File: config.mk
export PLATFORM = sky130hd
export DESIGN_NAME = mlp_seq_engine_flat
export DESIGN_NICKNAME = d
export VERILOG_FILES = /design/src/rtl/mlp_pkg.sv /design/src/rtl/mlp_seq_engine_if.sv /design/src/rtl/mlp_mac_unit.sv /design/src/rtl/mlp_seq_engine.sv /design/src/flat_wrapper.sv
export SDC_FILE = /design/constraint.sdc
export NUM_CORES = 1
export LEC_CHECK = 0
export ABC_AREA = 1
export ABC_CLOCK_PERIOD_IN_PS = 8500
export BUFFER_PORTS_ARGS = -buffer_cell sky130_fd_sc_hd__buf_2
export CAP_MARGIN = 25
export CORE_MARGIN = 5
export CORE_UTILIZATION = 34
export CTS_CLUSTER_DIAMETER = 200
export DETAILED_ROUTE_END_ITERATION = 8
export HOLD_SLACK_MARGIN = 0.03
export PLACE_DENSITY_LB_ADDON = 0.2
export SYNTH_ARGS = -nofsm -noshare
export SYNTH_HDL_FRONTEND = slang
export SYNTH_SLANG_ARGS = --single-unit
export TNS_END_PERCENT = 5
File: constraint.sdc
create_clock -name clk -period 8.5 [get_ports clk]
set_input_delay 1.7 -clock clk [delete_from_list [all_inputs] [get_ports clk]]
set_output_delay 1.7 -clock clk [all_outputs]
set_load 0.01 [all_outputs]
File: src/rtl/mlp_pkg.sv
// Shared widths, fixed weights/biases and FSM encoding for the sequential MLP classifier.
package mlp_pkg;
   localparam int IN_W  = 4;    // feature width
   localparam int H_W   = 11;   // hidden activation width
   localparam int O_W   = 18;   // output activation width
   localparam int W_W   = 8;    // signed weight width
   localparam int ACC_W = 20;   // accumulator / product width
   localparam int ACT_W = 12;   // zero-extended multiplier activation operand
   localparam int L0_SW = 12;   // significant sum bits, hidden layer
   localparam int L1_SW = 19;   // significant sum bits, output layer

   localparam int N_IN  = 4;    // hidden-layer fan-in
   localparam int N_HID = 3;    // output-layer fan-in
   localparam int N_CLS = 3;    // class count

   typedef enum logic [1:0] {
      ST_IDLE = 2'd0,
      ST_L0   = 2'd1,
      ST_L1   = 2'd2,
      ST_DONE = 2'd3
   } state_e;

   localparam logic signed [W_W-1:0] HID_W [N_HID][N_IN] = '{
      '{ 8'sd35,  8'sd35, -8'sd99,  8'sd37},
      '{ 8'sd16,  8'sd18, -8'sd32, -8'sd22},
      '{ 8'sd42,  8'sd44, -8'sd36, -8'sd52}
   };
   localparam logic signed [ACC_W-1:0] HID_B [N_HID] = '{-20'sd462, -20'sd55, 20'sd501};

   localparam logic signed [W_W-1:0] OUT_W [N_CLS][N_HID] = '{
      '{ 8'sd42, -8'sd22,  8'sd71},
      '{-8'sd30,  8'sd72, -8'sd49},
      '{ 8'sd6,  -8'sd31,  8'sd10}
   };
   localparam logic signed [ACC_W-1:0] OUT_B [N_CLS] = '{-20'sd33844, 20'sd29282, -20'sd108};
endpackage

File: src/rtl/mlp_seq_engine_if.sv
// Sample-in / decision-out handshake bundle for mlp_seq_engine.
interface mlp_seq_engine_if #(
   parameter int IN_W = mlp_pkg::IN_W,
   parameter int O_W  = mlp_pkg::O_W
);
   logic              in_valid;
   logic              in_ready;
   logic [4*IN_W-1:0] inp;
   logic              out_valid;
   logic              out_ready;
   logic [1:0]        out;
   logic [3*O_W-1:0]  predo;

   // engine side
   modport slave (
      input  in_valid, inp, out_ready,
      output in_ready, out_valid, out, predo
   );
   // producer/consumer side
   modport master (
      output in_valid, inp, out_ready,
      input  in_ready, out_valid, out, predo
   );
endinterface

File: src/rtl/mlp_mac_unit.sv
// Shared multiply-accumulate with bias load and per-layer ReLU/truncate of the running sum.
module mlp_mac_unit
   import mlp_pkg::*;
(
   input  logic                    clk,
   input  logic                    rst_n,
   input  logic                    en,      // one MAC this cycle
   input  logic                    load,    // first term of a neuron: start from bias
   input  logic                    layer,   // 0: hidden (12-bit sum), 1: output (19-bit sum)
   input  logic [ACT_W-1:0]        act,
   input  logic signed [W_W-1:0]   weight,
   input  logic signed [ACC_W-1:0] bias,
   output logic [O_W-1:0]          relu     // committed activation if this is the last term
);
   logic signed [ACC_W-1:0] acc;
   logic signed [ACC_W-1:0] prod;
   logic signed [ACC_W-1:0] sum;
   logic [L0_SW-1:0]        s0;
   logic [L1_SW-1:0]        s1;

   // product, next sum, and ReLU of the low bits; wrap above those bits is intended
   always_comb begin
      prod = ACC_W'($signed({1'b0, act})) * ACC_W'(weight);
      sum  = (load ? bias : acc) + prod;
      s0   = sum[L0_SW-1:0];
      s1   = sum[L1_SW-1:0];
      if (layer) relu = s1[L1_SW-1] ? '0 : s1[O_W-1:0];
      else       relu = s0[L0_SW-1] ? '0 : O_W'(s0[H_W-1:0]);
   end

   // accumulator advances only on MAC cycles
   always_ff @(posedge clk or negedge rst_n) begin
      if (!rst_n)  acc <= '0;
      else if (en) acc <= sum;
   end
endmodule

File: src/rtl/mlp_seq_engine.sv
// 4-11-18 three-class MLP, one MAC time-shared over all 21 products, argmax on the fly.
module mlp_seq_engine #(
   parameter int IN_W = mlp_pkg::IN_W,
   parameter int H_W  = mlp_pkg::H_W,
   parameter int O_W  = mlp_pkg::O_W,
   parameter int W_W  = mlp_pkg::W_W
) (
   input  logic               clk,
   input  logic               rst_n,
   mlp_seq_engine_if.slave    bus
);
   import mlp_pkg::*;

   localparam logic [1:0] IDLE = ST_IDLE;
   localparam logic [1:0] L0   = ST_L0;
   localparam logic [1:0] L1   = ST_L1;
   localparam logic [1:0] DONE = ST_DONE;

   logic [1:0]              state, n, k;
   logic [4*IN_W-1:0]       x;
   logic [H_W-1:0]          hid  [N_HID];
   logic [O_W-1:0]          ores [N_CLS];
   logic [O_W-1:0]          best;
   logic [1:0]              best_idx;
   logic [ACT_W-1:0]        act;
   logic signed [W_W-1:0]   wgt;
   logic signed [ACC_W-1:0] bias;
   logic                    busy, last, layer;
   logic [O_W-1:0]          relu;

   // operand select for the shared MAC: features in L0, hidden activations in L1
   always_comb begin
      layer = (state == L1);
      busy  = (state == L0) || (state == L1);
      act   = '0;
      wgt   = '0;
      bias  = '0;
      last  = 1'b0;
      if (state == L0) begin
         act  = ACT_W'(x[k*IN_W +: IN_W]);
         wgt  = HID_W[n][k];
         bias = HID_B[n];
         last = (k == 2'd3);
      end else if (state == L1) begin
         act  = ACT_W'(hid[k]);
         wgt  = OUT_W[n][k];
         bias = OUT_B[n];
         last = (k == 2'd2);
      end
   end

   mlp_mac_unit u_mac (
      .clk    (clk),
      .rst_n  (rst_n),
      .en     (busy),
      .load   (k == 2'd0),
      .layer  (layer),
      .act    (act),
      .weight (wgt),
      .bias   (bias),
      .relu   (relu)
   );

   // sequencer: capture, walk neurons/terms, commit activations and running argmax
   always_ff @(posedge clk or negedge rst_n) begin
      if (!rst_n) begin
         state    <= IDLE;
         n        <= '0;
         k        <= '0;
         x        <= '0;
         best     <= '0;
         best_idx <= '0;
         for (int i = 0; i < N_HID; i++) hid[i]  <= '0;
         for (int i = 0; i < N_CLS; i++) ores[i] <= '0;
      end else begin
         case (state)
            IDLE: if (bus.in_valid) begin
               x     <= bus.inp;
               n     <= '0;
               k     <= '0;
               state <= L0;
            end
            L0, L1: if (last) begin
               k <= '0;
               if (state == L0) hid[n] <= relu[H_W-1:0];
               else begin
                  ores[n] <= relu;
                  // strict compare: a tie keeps the lower class index
                  if (n == 2'd0 || relu > best) begin
                     best     <= relu;
                     best_idx <= n;
                  end
               end
               if (n == 2'd2) begin
                  n     <= '0;
                  state <= (state == L0) ? L1 : DONE;
               end else begin
                  n <= n + 2'd1;
               end
            end else begin
               k <= k + 2'd1;
            end
            DONE: if (bus.out_ready) state <= IDLE;
            default: state <= IDLE;
         endcase
      end
   end

   assign bus.in_ready  = (state == IDLE) && rst_n;
   assign bus.out_valid = (state == DONE);
   assign bus.out       = best_idx;
   assign bus.predo     = {ores[0], ores[1], ores[2]};
endmodule

File: src/flat_wrapper.sv
// flat-port wrapper written by rule: the top's interface ports become plain ports
module mlp_seq_engine_flat import mlp_pkg::*;
#(
   parameter int IN_W = mlp_pkg::IN_W,
   parameter int H_W  = mlp_pkg::H_W,
   parameter int O_W  = mlp_pkg::O_W,
   parameter int W_W  = mlp_pkg::W_W
)
  (clk, rst_n, bus_in_valid, bus_inp, bus_out_ready, bus_in_ready, bus_out_valid, bus_out, bus_predo);
  mlp_seq_engine_if #(.IN_W(IN_W), .O_W(O_W)) bus_i ();
  input  logic clk;
  input  logic rst_n;
  input wire logic [$bits(bus_i.in_valid)-1:0] bus_in_valid;
  input wire logic [$bits(bus_i.inp)-1:0] bus_inp;
  input wire logic [$bits(bus_i.out_ready)-1:0] bus_out_ready;
  output wire logic [$bits(bus_i.in_ready)-1:0] bus_in_ready;
  output wire logic [$bits(bus_i.out_valid)-1:0] bus_out_valid;
  output wire logic [$bits(bus_i.out)-1:0] bus_out;
  output wire logic [$bits(bus_i.predo)-1:0] bus_predo;
  assign bus_i.in_valid = bus_in_valid;
  assign bus_i.inp = bus_inp;
  assign bus_i.out_ready = bus_out_ready;
  assign bus_in_ready = bus_i.in_ready;
  assign bus_out_valid = bus_i.out_valid;
  assign bus_out = bus_i.out;
  assign bus_predo = bus_i.predo;
  mlp_seq_engine #(.IN_W(IN_W), .H_W(H_W), .O_W(O_W), .W_W(W_W)) u_core (.clk(clk), .rst_n(rst_n), .bus(bus_i));
endmodule
# ---- Word-level counts from Yosys, hierarchy flattened
# Cells that the tools add are included.
dict set report op_classes {
  addsub 3
  n_mul 1
  n_div 0
  n_lt_le_gt_ge 4
  eq_ne 10
  shift 1
  muxes 51
  n_bitwise 3
  reduce_logical 16
}
# operator count
set ops {}
lappend ops {{$mux W20} 7}
lappend ops {{$bmux W20 S2} 2}
lappend ops {{$mux W11} 6}
lappend ops {{$bmux W32 S2} 1}
lappend ops {{$mux W32} 2}
lappend ops {{$bwmux W54} 1}
lappend ops {{$mux W18} 3}
lappend ops {{$bmux W24 S2} 1}
lappend ops {{$mux W24} 2}
lappend ops {{$mux W8} 6}
lappend ops {{$demux W18 S2} 1}
lappend ops {{$bwmux W33} 1}
lappend ops {{$bmux W8 S2} 2}
lappend ops {{$bmux W11 S2} 1}
lappend ops {{$demux W11 S2} 1}
lappend ops {{$add A20 B20 Y20} 1}
lappend ops {{$mul A12 B8 Y20} 1}
lappend ops {{$gt A18 B18 Y1} 1}
lappend ops {{$mux W2} 8}
lappend ops {{$shiftx A16 B5 Y4} 1}
lappend ops {{$eq A2 B2 Y1 const B} 5}
lappend ops {{$reduce_and A3 Y1} 3}
lappend ops {{$pmux W2 S2} 2}
lappend ops {{$reduce_and A4 Y1} 2}
lappend ops {{16 further kinds} 28}
dict set report word_totals {
  regBits 149
  latch_bits 0
  ram_bits 0
  mem_bits_ro 0
  inputBits 20
  output_inout_bits 58
  elab_cells 102
  n_memories 0
}

# ---- Logic depth before layout (Yosys ltp)
dict set report logic_depth {
  word_depth 16
  mapped_depth 45
}

# ---- Hierarchy
# Synthesis repeated with hierarchy kept, for this count alone.
dict set report unflattened {
  hier_cells 1392
  area_unflattened_um2 11347.1
}
# mod n_inst cells_per_inst area_each_um2 seq_area_each_um2
set modules_own_cells {}
lappend modules_own_cells {mlp_seq_engine 1 728 6431.2 3228.1}
lappend modules_own_cells {mlp_mac_unit 1 664 4916.0 475.5}

# ---- Worst setup path before layout
# Ideal clock, no wire load.
dict set report synth_timing {
  path_type {reg-to-reg}
  startpoint {reg u_core.state[1]}
  endpoint {reg u_core.best[10]}
  arrival_ns 7.255
  setup_slack_ns 1.180
  stages_incl_launch_ff 35
  n_path_buf 3
  synth_period_minus_slack_ns 7.320
  cell_sequence {dfrtp_1 inv_1 ha_1 buf_2 inv_1 o41ai_2 nand2_1 fa_1 fa_1 inv_1 fa_1 fa_1 fa_1 ha_1 a21oi_1 o21ai_1 a21boi_1 nor2_1 nor2_1 nand3_2 nand2_4 nand2_4 buf_6 inv_2 nor2_1 ha_1 nand4_1 nor4_1 a21oi_1 nand2_1 nand2_2 inv_2 clkbuf_1 nand2_1 nand2_1}
}
dict set report synth_between {
  elab_chain_len 10
}
# item line_no
set synth_lines {}
lappend synth_lines {{start, declared} mlp_seq_engine.sv:19} ;# logic [1:0] state, n, k;
lappend synth_lines {{start signal, assigned} mlp_seq_engine.sv:96} ;# state <= (state == L0) ? L1 : DONE;
lappend synth_lines {{$eq A2 B2 Y1} {mlp_seq_engine.sv:33, mlp_seq_engine.sv:44}}
lappend synth_lines {{$mux W11 (tied with other cells)} mlp_seq_engine.sv:44} ;# end else if (state == L1) begin
lappend synth_lines {{$mux W11 (tied with other cells)} mlp_seq_engine.sv:39} ;# if (state == L0) begin
lappend synth_lines {{$mul A12 B8 Y20 or $mux W20 (tied branches)} {mlp_mac_unit.sv:23, mlp_mac_unit.sv:24}}
lappend synth_lines {{$add A20 B20 Y20} mlp_mac_unit.sv:24} ;# sum = (load ? bias : acc) + prod;
lappend synth_lines {{$mux W11 or $mux W18 (tied branches)} {mlp_mac_unit.sv:28, mlp_mac_unit.sv:27}}
lappend synth_lines {{$mux W18 *} mlp_mac_unit.sv:27} ;# if (layer) relu = s1[L1_SW-1] ? '0 : s1[O_W-1:0];
lappend synth_lines {{named net u_core.relu[9]} mlp_seq_engine.sv:29} ;# logic [O_W-1:0] relu;
lappend synth_lines {{$gt A18 B18 Y1 *} mlp_seq_engine.sv:89} ;# if (n == 2'd0 || relu > best) begin
lappend synth_lines {{$logic_or A1 B1 Y1 *} mlp_seq_engine.sv:89}
lappend synth_lines {{$reduce_and A4 Y1 (no source line) *} --}
lappend synth_lines {{end signal, assigned} mlp_seq_engine.sv:90} ;# best <= relu;
lappend synth_lines {{end, declared} mlp_seq_engine.sv:23} ;# logic [O_W-1:0] best;
# The timed path passes the listed nets; every way through them passes the cells marked *.
# A chain may end at the register's enable or synchronous reset.

# ---- Final worst setup path
dict set report layout_timing {
  startpoint {reg u_core.state[1]}
  endpoint {reg u_core.best[7]}
}
dict set report layout_between {
  elab_chain_len 10
}
# item line_no
set layout_lines {}
lappend layout_lines {{$eq A2 B2 Y1} {mlp_seq_engine.sv:33, mlp_seq_engine.sv:44}}
lappend layout_lines {{$mux W11 (tied with other cells)} mlp_seq_engine.sv:44}
lappend layout_lines {{$mux W11 (tied with other cells)} mlp_seq_engine.sv:39}
lappend layout_lines {{$mul A12 B8 Y20 or $mux W20 (tied branches)} {mlp_mac_unit.sv:23, mlp_mac_unit.sv:24}}
lappend layout_lines {{$add A20 B20 Y20} mlp_mac_unit.sv:24}
lappend layout_lines {{$mux W18} mlp_mac_unit.sv:27}
lappend layout_lines {{$mux W18 *} mlp_mac_unit.sv:27}
lappend layout_lines {{named net u_core.relu[13]} mlp_seq_engine.sv:29}
lappend layout_lines {{$gt A18 B18 Y1 *} mlp_seq_engine.sv:89}
lappend layout_lines {{$logic_or A1 B1 Y1 *} mlp_seq_engine.sv:89}
lappend layout_lines {{$reduce_and A4 Y1 (no source line) *} --}
# Marks and branches as above.

==> summary.md <==
| Metric | Value |
|---|---|
| Status | `completed` |
| Detail Route Antenna Nets | `0` |
| Starting density of the core | `0.345` |
| CP startpoint kind | `flip-flop` |
| Share of cells above drive strength 1 | `0.138` |
| Die height | `189 um` |
| Post-DP HPWL | `24000 um` |
| First-pass GRT wire length | `52900 um` |
| Hold Path Class | `reg -> reg` |
| Slew @ Worst Pin | `916 ps` |
| Skew-Pair Late Insertion Delay | `430 ps` |
| Setup-failing EPs final | `0` |
| RSZ-0062 raised after global routing | `false` |
| CTS sink count | `148` |
| CTS Buf Count | `17` |
| Initial drt markers | `577` |
| Finished Layout Cells | `1869` |
| Htree depth | `4` |
| Vias per cell | `4.91` |
| Layout Skew | `16.4 ps` |
| CP max-delay cell | `fa_1` |
| Most used cell, CP | `inv_1` |
| Final worst slack | `612 ps` |
| Async SR Flop Fraction | `1.00` |
| Critical Path RT | `8810 ps` |
| WL final | `32100 um` |
| Yosys top cell area share | `0.339` |
| Pin count of the biggest net entering global routing | `82` |
| DR pass1 iterations | `5` |
| Setup TNS | `0 ps` |
| DR DRC count | `0` |
| Synth Area per Inst | `8.04 um2` |
| Ant diodes | `0` |
| Delay of the slowest critical-path stage | `550 ps` |
| Bufs on Longest Clock Path | `2` |
| Mapped Area | `10900 um2` |
| Most used DFF post-synth | `dfrtp_1` |
| CP max FO | `10` |
| Synth cell types | `47` |
| Clock transition at path regs | `70 ps` |
| Total number of vias | `9183` |
| Area growth syn-to-layout | `14.8%` |
| Number of global-route vias before repair | `9430` |
| Placement Setup Slack | `264 ps` |
| Row count | `65` |
| Post-synthesis sequential area ratio | `0.339` |
| EDFF count, synth | `0` |
| Routed len/inst | `17.2 um` |
| Synthesis-stage register bit count | `148` |
| Fin crit share | `0.928` |
| TritonCTS clock tree | `built` |
| IO Pins | `78` |
| Total core area | `31600 um2` |
| Yosys top cell by area | `dfrtp_1` |
| Max-slew violations | `0` |
| Fmax | `0.127 GHz` |
| Nets | `1631` |
| Gate Count Post-Synth | `1359` |
| Max_cap viols | `0` |
| Worst Setup End Kind | `flip-flop` |
| Min Tclk post-route | `7890 ps` |
| Root Buffer | `clkbuf_16` |
| Crit Path Category | `reg -> reg` |
| # placed instances | `1834` |
| Max-slew headroom | `0.390` |
| Die width | `189 um` |
| IO Port Bufs | `77` |
| Ys Warns | `0` |
| Final-report hold violation count | `0` |
| Commonest cells after routing, fill and taps aside | `nand2_1 (410), inv_1 (177), dfrtp_1 (146), nand3_1 (131), nor2_1 (91)` |
| CP arrival | `8200 ps` |
| GRT Util Overall | `0.185` |
| Total die area | `35800 um2` |
| GR Overflow Total | `0` |
| Initial antenna violation count | `0` |
| Most common cell after layout, fill and taps aside | `nand2_1` |
| Finished Core Util | `0.396` |
| Placer Congestion | `0.865` |
| Top post-synthesis cells by area | `dfrtp_1 (34%), nand2_1 (14%), fa_1 (13%)` |
cell usage after synthesis, types with 6 or more instances:
master / count
o21ai_0: 39
nand3_1: 131
xor2_1: 6
mux2_2: 16
a21oi_1: 38
inv_2: 11
ha_1: 85
fa_1: 72
nor2_1: 91
buf_2: 12
dfrtp_1: 148
nor3_1: 12
nand2_1: 410
clkbuf_1: 20
a22oi_1: 12
inv_1: 179
cell type report:
type                            count  area (um2)
Fill cell                        3238       19100
Clock buffer                       17         425
Sequential cell                   148        3710
Inverter                          193         731
Clock inverter                     15         180
Timing Repair Buffer              111         647
Multi-Input combinational cell    983        6350
Tap cell                          402         503
timing repair:
item	in CTS	in global routing
buffers inserted	0	3
setup endpoints to repair	0	20
hold buffers	0	0
gates resized for setup	0	11
sequential cells by signal, summed over array words and instances, names as in the netlist:
signal and cells:
u_core.bus.predo 54, u_core.n 2, u_core.best 18, u_core.bus.out 2, u_core.x 16, u_core.k 2, u_core.state 2, u_core.hid 33
u_core.u_mac.acc 19
per-stage QoR:
step,instance area (um2),hold slack [ps]
global route,12500,501
finish,12500,479
global placement,11900,460
detailed placement,11900,460
floorplan,10900,437
CTS,12500,481
kinds of logic after synthesis:
group,Yosys count,share of synthesized area
AOI/OAI and AO/OA,117,0.0623
other,2,0.000687
and+or+nand+nor,677,0.261
buffers and inverters,233,0.0842
muxes,16,0.0165
xor gates and xnor gates,9,0.00721
adders and majority gates,157,0.229
DFF,148,0.339
worst paths after layout:
kind / cells after the start / startpoint / slack [ps] / to
setup / recovery: 37 / u_core.state[1] / 610 / u_core.best[7]
hold / removal: 2 / u_core.u_mac.acc[9] / 480 / u_core.u_mac.acc[9]
setup reg to reg: 37 / u_core.state[1] / 610 / u_core.best[7]
hold reg to reg: 2 / u_core.u_mac.acc[9] / 480 / u_core.u_mac.acc[9]
max in group asynchronous: 2 / rst_n / 5770 / u_core.k[0]
min in group asynchronous: 1 / rst_n / 1280 / u_core.bus.predo[40]
per-layer routing:
layer / track usage / vias up / routed length, um
li1: - / 4473 / -
met1: 0.272 / 4447 / 15700
met2: 0.289 / 229 / 14300
met3: 0.0280 / 34 / 1440
met4: 0.0434 / 0 / 554
met5: 0 / - / 0
critical path: cells and delay by family, from the launching register on:
family | cells | cell delay [ps]
AOI/OAI and AO/OA | 6 | 880
adders and majority gates | 8 | 3500
buffers and inverters | 8 | 1050
DFF | 1 | 440
and+or+nand+nor | 15 | 1900
Power is not shown: default switching activity piles up to over one toggle a cycle in this logic, so the estimate is an artifact.
